### src/rtl/core101_pkg.sv
// Shared definitions for the Core101 fetch stage: FSM encodings,
// the NOP used to fill an empty instruction slot, and default parameters.
package core101_pkg;

  localparam int unsigned       XLEN               = 32;
  localparam logic [XLEN-1:0]   NOP_INSN           = 32'h00000013;
  localparam logic [XLEN-1:0]   DEFAULT_RESET_ADDR = 32'h00000000;
  localparam int unsigned       DEFAULT_PC_INC     = 4;

  typedef enum logic [1:0] {
    ST_IDLE = 2'd0,
    ST_REQ  = 2'd1,
    ST_DROP = 2'd2
  } fetch_state_e;

endpackage

### src/rtl/fetch_out_slot.sv
// One-entry instruction buffer between fetch and decode.
// clear (redirect) beats load, load beats drain; a load in the same cycle
// as a drain simply replaces the departing entry.
module fetch_out_slot
  import core101_pkg::*;
#(
  parameter int unsigned            DATA_WIDTH = 32,
  parameter logic [DATA_WIDTH-1:0]  RESET_ADDR = '0
) (
  input  logic                  clk_sys,
  input  logic                  rst_b,
  input  logic                  load,
  input  logic                  clear,
  input  logic                  drain,
  input  logic [DATA_WIDTH-1:0] load_ir,
  input  logic [DATA_WIDTH-1:0] load_pc,
  output logic                  valid,
  output logic [DATA_WIDTH-1:0] ir,
  output logic [DATA_WIDTH-1:0] pc
);

  // slot register: ir/pc only change on load so they stay stable under backpressure
  always_ff @(posedge clk_sys) begin
    if (!rst_b) begin
      valid <= 1'b0;
      ir    <= DATA_WIDTH'(NOP_INSN);
      pc    <= RESET_ADDR;
    end else if (clear) begin
      valid <= 1'b0;
    end else if (load) begin
      valid <= 1'b1;
      ir    <= load_ir;
      pc    <= load_pc;
    end else if (drain) begin
      valid <= 1'b0;
    end
  end

endmodule

### src/rtl/fetch_unit.sv
// Core101 instruction fetch: PC, single-outstanding memory read FSM and
// the IF/ID output slot.
//
//  state | meaning
//  IDLE  | no read outstanding
//  REQ   | read of mem_addr_out (== pc) outstanding, word will be kept
//  DROP  | read outstanding but made stale by a redirect; word discarded
//
// An ack that arrives while the slot is full and decode is not draining it
// cannot be stored. That word is dropped without advancing pc and the FSM
// idles, so the same address is fetched again once decode frees the slot.
module fetch_unit
  import core101_pkg::*;
#(
  parameter int unsigned            DATA_WIDTH = 32,
  parameter logic [DATA_WIDTH-1:0]  RESET_ADDR = DEFAULT_RESET_ADDR,
  parameter int unsigned            PC_INC     = DEFAULT_PC_INC
) (
  input  logic                  clock_in,
  input  logic                  reset_in,
  input  logic                  halt_in,
  input  logic                  redirect_valid_in,
  input  logic [DATA_WIDTH-1:0] redirect_addr_in,
  output logic                  mem_read_out,
  output logic [DATA_WIDTH-1:0] mem_addr_out,
  input  logic [DATA_WIDTH-1:0] mem_data_in,
  input  logic                  mem_valid_in,
  input  logic                  id_ready_in,
  output logic                  ir_valid_out,
  output logic [DATA_WIDTH-1:0] ir_data_out,
  output logic [DATA_WIDTH-1:0] pc_addr_out,
  output logic                  misaligned_out
);

  localparam logic [DATA_WIDTH-1:0] PC_STEP = DATA_WIDTH'(PC_INC);

  fetch_state_e           state, state_n;
  logic [DATA_WIDTH-1:0]  pc, pc_n;
  logic [DATA_WIDTH-1:0]  mem_addr_n;
  logic                   mem_read_n;
  logic                   misaligned_n;
  logic [DATA_WIDTH-1:0]  redir_pc;
  logic [DATA_WIDTH-1:0]  seq_pc;
  logic                   slot_room;
  logic                   can_req;
  logic                   slot_load;
  logic                   slot_drain;

  assign slot_room  = !ir_valid_out || id_ready_in;
  assign can_req    = !halt_in && slot_room;
  assign slot_drain = ir_valid_out && id_ready_in;
  assign redir_pc   = {redirect_addr_in[DATA_WIDTH-1:2], 2'b00};
  assign seq_pc     = pc + PC_STEP;

  // state, pc and memory-request registers
  always_ff @(posedge clock_in) begin
    if (!reset_in) begin
      state          <= ST_IDLE;
      pc             <= RESET_ADDR;
      mem_read_out   <= 1'b0;
      mem_addr_out   <= RESET_ADDR;
      misaligned_out <= 1'b0;
    end else begin
      state          <= state_n;
      pc             <= pc_n;
      mem_read_out   <= mem_read_n;
      mem_addr_out   <= mem_addr_n;
      misaligned_out <= misaligned_n;
    end
  end

  // next-state, next-pc and request decisions; redirect has top priority
  always_comb begin
    state_n      = state;
    pc_n         = pc;
    mem_read_n   = mem_read_out;
    mem_addr_n   = mem_addr_out;
    slot_load    = 1'b0;
    misaligned_n = redirect_valid_in && (redirect_addr_in[1:0] != 2'b00);

    unique case (state)
      ST_IDLE: begin
        if (redirect_valid_in) pc_n = redir_pc;
        if (can_req) begin
          state_n    = ST_REQ;
          mem_read_n = 1'b1;
          mem_addr_n = redirect_valid_in ? redir_pc : pc;
        end
      end

      ST_REQ: begin
        if (redirect_valid_in) begin
          pc_n = redir_pc;
          if (!mem_valid_in) begin
            state_n = ST_DROP;
          end else if (can_req) begin
            mem_addr_n = redir_pc;
          end else begin
            state_n    = ST_IDLE;
            mem_read_n = 1'b0;
          end
        end else if (mem_valid_in) begin
          if (slot_room) begin
            slot_load = 1'b1;
            pc_n      = seq_pc;
            if (can_req) begin
              mem_addr_n = seq_pc;
            end else begin
              state_n    = ST_IDLE;
              mem_read_n = 1'b0;
            end
          end else begin
            state_n    = ST_IDLE;
            mem_read_n = 1'b0;
          end
        end
      end

      ST_DROP: begin
        if (redirect_valid_in) pc_n = redir_pc;
        if (mem_valid_in) begin
          if (can_req) begin
            state_n    = ST_REQ;
            mem_addr_n = redirect_valid_in ? redir_pc : pc;
          end else begin
            state_n    = ST_IDLE;
            mem_read_n = 1'b0;
          end
        end
      end

      default: begin
        state_n    = ST_IDLE;
        mem_read_n = 1'b0;
      end
    endcase
  end

  fetch_out_slot #(
    .DATA_WIDTH (DATA_WIDTH),
    .RESET_ADDR (RESET_ADDR)
  ) u_slot (
    .clk_sys (clock_in),
    .rst_b   (reset_in),
    .load    (slot_load),
    .clear   (redirect_valid_in),
    .drain   (slot_drain),
    .load_ir (mem_data_in),
    .load_pc (mem_addr_out),
    .valid   (ir_valid_out),
    .ir      (ir_data_out),
    .pc      (pc_addr_out)
  );

endmodule

### config.mk
export PLATFORM = sky130hd
export DESIGN_NAME = fetch_unit
export DESIGN_NICKNAME = d
export VERILOG_FILES = /design/src/rtl/core101_pkg.sv /design/src/rtl/fetch_out_slot.sv /design/src/rtl/fetch_unit.sv
export SDC_FILE = /design/constraint.sdc
export NUM_CORES = 1
export LEC_CHECK = 0
export ABC_CLOCK_PERIOD_IN_PS = 2700
export CORE_ASPECT_RATIO = 0.75
export CORE_UTILIZATION = 40
export DETAILED_ROUTE_END_ITERATION = 8
export PLACE_DENSITY = 0.77
export REMOVE_ABC_BUFFERS = 1
export SYNTH_ARGS = -nofsm -noshare
export SYNTH_HDL_FRONTEND = slang
export SYNTH_SLANG_ARGS = --single-unit
### constraint.sdc
create_clock -name clock_in -period 2.7 [get_ports clock_in]
set_input_delay 0.81 -clock clock_in [delete_from_list [all_inputs] [get_ports clock_in]]
set_output_delay 0.81 -clock clock_in [all_outputs]
set_load 0.005 [all_outputs]
==> summary.txt <==
Pwr
  – Sw frac: between 20% and 30%
  – Sw power: 1.36 mW
  – Max VDD drop: ~0.40 mV
  – Combinational share of power: 12.8%
  – Cell leakage power: 3.24 nW
  – Int Power: between 3 and 4 mW
  – Power Density: 568 nW/um^2
  – Clock group share of total power: 46.1%
  – Sequential power share: 41.1%

Worst setup path
  – Crit path max-delay cell type: or4_1
  – Startpoint types: flip-flop
  – Crit path max-delay family: simple AND/OR/NAND/NOR gates
  – Worst path max stage delay: between 0.6 and 0.7 ns
  – Crit path cell chain: nand4_1 -> buf_4 -> or4_1 -> o31a_1 -> o21ai_0 -> a31oi_1
  – Worst Path Required: 3.00 ns
  – CP Class: flip-flop to flip-flop
  – Crit path DAT: 2.70 ns
  – Worst setup EP type: flip-flop
  – Max FO, Critical Path: 9
  – CP Buf/Inv Count: 1
  – Reg2reg start: pc[9]
  – Crit. Startpoint: pc[9]

STA
  – Slew margin rel.: 64.9%
  – Final worst slack: 0.299 ns
  – Final worst-path cycle share: 88.9%
  – Final Max Slew Viols: 0
  – Fin. Hold Viols: 0
  – RSZ-0062 raised after global routing: no
  – Min cycle time layout: between 2 and 2.5 ns
  – Final setup violating endpoints: 0
  – Slew of the pin with the lowest slew margin: around 0.52 ns
  – Post-Route Skew: 0.00768 ns
  – Maximum clock frequency: 416 MHz

Detailed routing
  – Vias per cell: around 5.6
  – DRC: 0
  – Antenna-violating nets left: 0
  – Wirelength, routed: 21000 microns
  – Via count: approximately 7000
  – TritonRoute pass-1 iters: 6
  – WL/cell: 17.0 microns
  – Initial drt markers: 761

Placement
  – Hpwl dp: 14800 microns
  – Cells after DPL: about 1200
  – GPL Wtd Cong: between 0.9 and 1
  – DP Worst Slack: -0.0437 ns
  – IO buf count: 168

Final layout
  – Filler cell count: about 1400
  – Area grow syn2layout: 43.8%
  – Diodes inserted: 0
  – Most frequent cells in the layout: 177 x nand2_1, 166 x clkdlybuf4s50_1, 133 x dfxtp_1
  – Final core utilization: 59.5%
  – Nets: 1091
  – Most common cell after layout, fill and taps aside: nand2_1
  – Non-Filler Instances: 1238
  – Share of cells above drive strength 1: 10.6%

Clocking
  – Max clock buf depth: 2
  – Post-CTS Setup Inserts: 0
  – TritonCTS Buffers: 17
  – TritonCTS clock tree: built
  – Num Clock Sinks: 133
  – H-tree levels: 4
  – Post-CTS sizing: 0
  – Clk slew on worst S/H paths: about 0.060 ns
  – Clk root buf: clkbuf_16
  – # hold bufs at CTS: 0
  – Worst-Skew Late Latency: 0.42 ns

Yosys
  – Mapped cell area: 6370 sq um
  – Synthesis Warnings: 0
  – Async set-or-reset flop fraction in the synthesized netlist: 0%
  – Synth cell types: 57
  – Number of flops mapped to enable cells by yosys: 0
  – #FFs+latches synth: 133
  – Synth Area per Inst: 7.53 sq um
  – Ys flop type: dfxtp_1
  – Seq/Total Area, Yosys: 41.8%
  – Post-synthesis instance total: between 800 and 900

Global routing
  – Total track usage: 26.2%
  – Vias in the first global route: 6560
  – Initial antenna violation count: 0
  – First-pass GRT wire length: 34200 microns
  – Grt ovf: 0
  – Largest net degree at the start of global routing: 50

Status
  – Status: finished clean

Worst hold path
  – Hold_sp: u_slot.ir[19]
  – Worst hold path type: flip-flop to flip-flop

Floorplan
  – Ports: 169
  – Die Y: 111 microns
  – Die W: approximately 150 microns
  – Die area: 16500 sq um
  – Core area: 15400 sq um
  – FP Rows: 39
  – Initial core utilization: roughly two fifths

Job
  – Max cap viols: 0
-- layout make-up --
class / instances / area (sq um) / area share [%]
clock buffer: 18 / 429 / 4.68
timing repair buffer: 230 / 2210 / 24.1
inverter: 17 / 65.1 / 0.710
tap: 205 / 256 / 2.80
clock inverter: 14 / 176 / 1.92
sequential: 133 / 2660 / 29.0
multi-input combinational: 621 / 3370 / 36.7
-- worst reg2reg max path, stage by stage, from the launching register on --
cell and delay, ns:
dfxtp_1 0.49, nand4_1 0.26, buf_4 0.25, or4_1 0.62, o31a_1 0.35, o21ai_0 0.20
a31oi_1 0.11
-- synthesized netlist by cell type (8+ instances only) --
| master | number | area (sq um) |
|---|---|---|
| a21oi_1 | 104 | 521 |
| a31oi_1 | 18 | 113 |
| and3_1 | 14 | 87.6 |
| buf_2 | 8 | 40.0 |
| clkbuf_1 | 61 | 229 |
| dfxtp_1 | 133 | 2660 |
| inv_1 | 16 | 60.1 |
| nand2_1 | 177 | 664 |
| nand2b_1 | 12 | 75.1 |
| nand3_1 | 53 | 265 |
| nand4_1 | 14 | 87.6 |
| nor2_1 | 41 | 154 |
| nor3_1 | 17 | 85.1 |
| nor4_1 | 19 | 119 |
| o21ai_0 | 34 | 170 |
| xnor2_1 | 10 | 87.6 |
| xor2_1 | 12 | 105 |
-- metrics by stage --
| step | power, mW | instance area, sq um | TNS (ns) | hold WS [ns] |
|---|---|---|---|---|
| CTS | 5.22 | 9170 | 0 | 0.454 |
| floorplan | 2.42 | 6080 | -33.13 | 0.443 |
| finish | 5.21 | 9170 | 0 | 0.452 |
| global placement | 2.82 | 8560 | 0 | 0.441 |
| global route | 5.40 | 9170 | 0 | 0.467 |
| detailed placement | 2.83 | 8560 | -0.0446 | 0.446 |
-- routing by layer --
layer  part of all wire (%)  vias up  track usage [%]
li1                       -     3343                -
met1                     45     3201             37.1
met2                     41      379             37.7
met3                     11       42             7.42
met4                    2.1        0             9.28
met5                      0        -                0
-- power by group through the flow --
stage	sequential [mW]	combinational [mW]	clock, mW
2_1_floorplan	2.17	0.255	0
3_3_place_gp	2.18	0.646	0
3_5_place_dp	2.18	0.652	0
4_1_cts	2.14	0.657	2.43
5_1_grt	2.15	0.721	2.52
6_report	2.14	0.666	2.40
-- cell families after synthesis --
kind of cell | synth area share [%]
AOI/OAI and AO/OA | 21.5
xor gates and xnor gates | 3.02
adders and majority gates | 0.353
buffers and inverters | 5.63
DFF | 41.8
muxes | 0.471
and+or+nand+nor | 27.2
-- sequential cells by signal (all words and copies together) (netlist names) --
| register | cells |
|---|---|
| mem_read_out | 1 |
| mem_addr_out | 32 |
| u_slot.valid | 1 |
| u_slot.ir | 32 |
| state | 2 |
| u_slot.pc | 32 |
| pc | 32 |
| misaligned_out | 1 |
-- worst paths after layout --
kind                      end  slack [ns]  cells after the start
max          mem_addr_out[24]        0.30                      6
min             u_slot.ir[19]        0.45                      2
max reg2reg  mem_addr_out[24]        0.30                      6
min reg2reg     u_slot.ir[19]        0.45                      2
No activity file was read; power rests on OpenSTA's default activity.
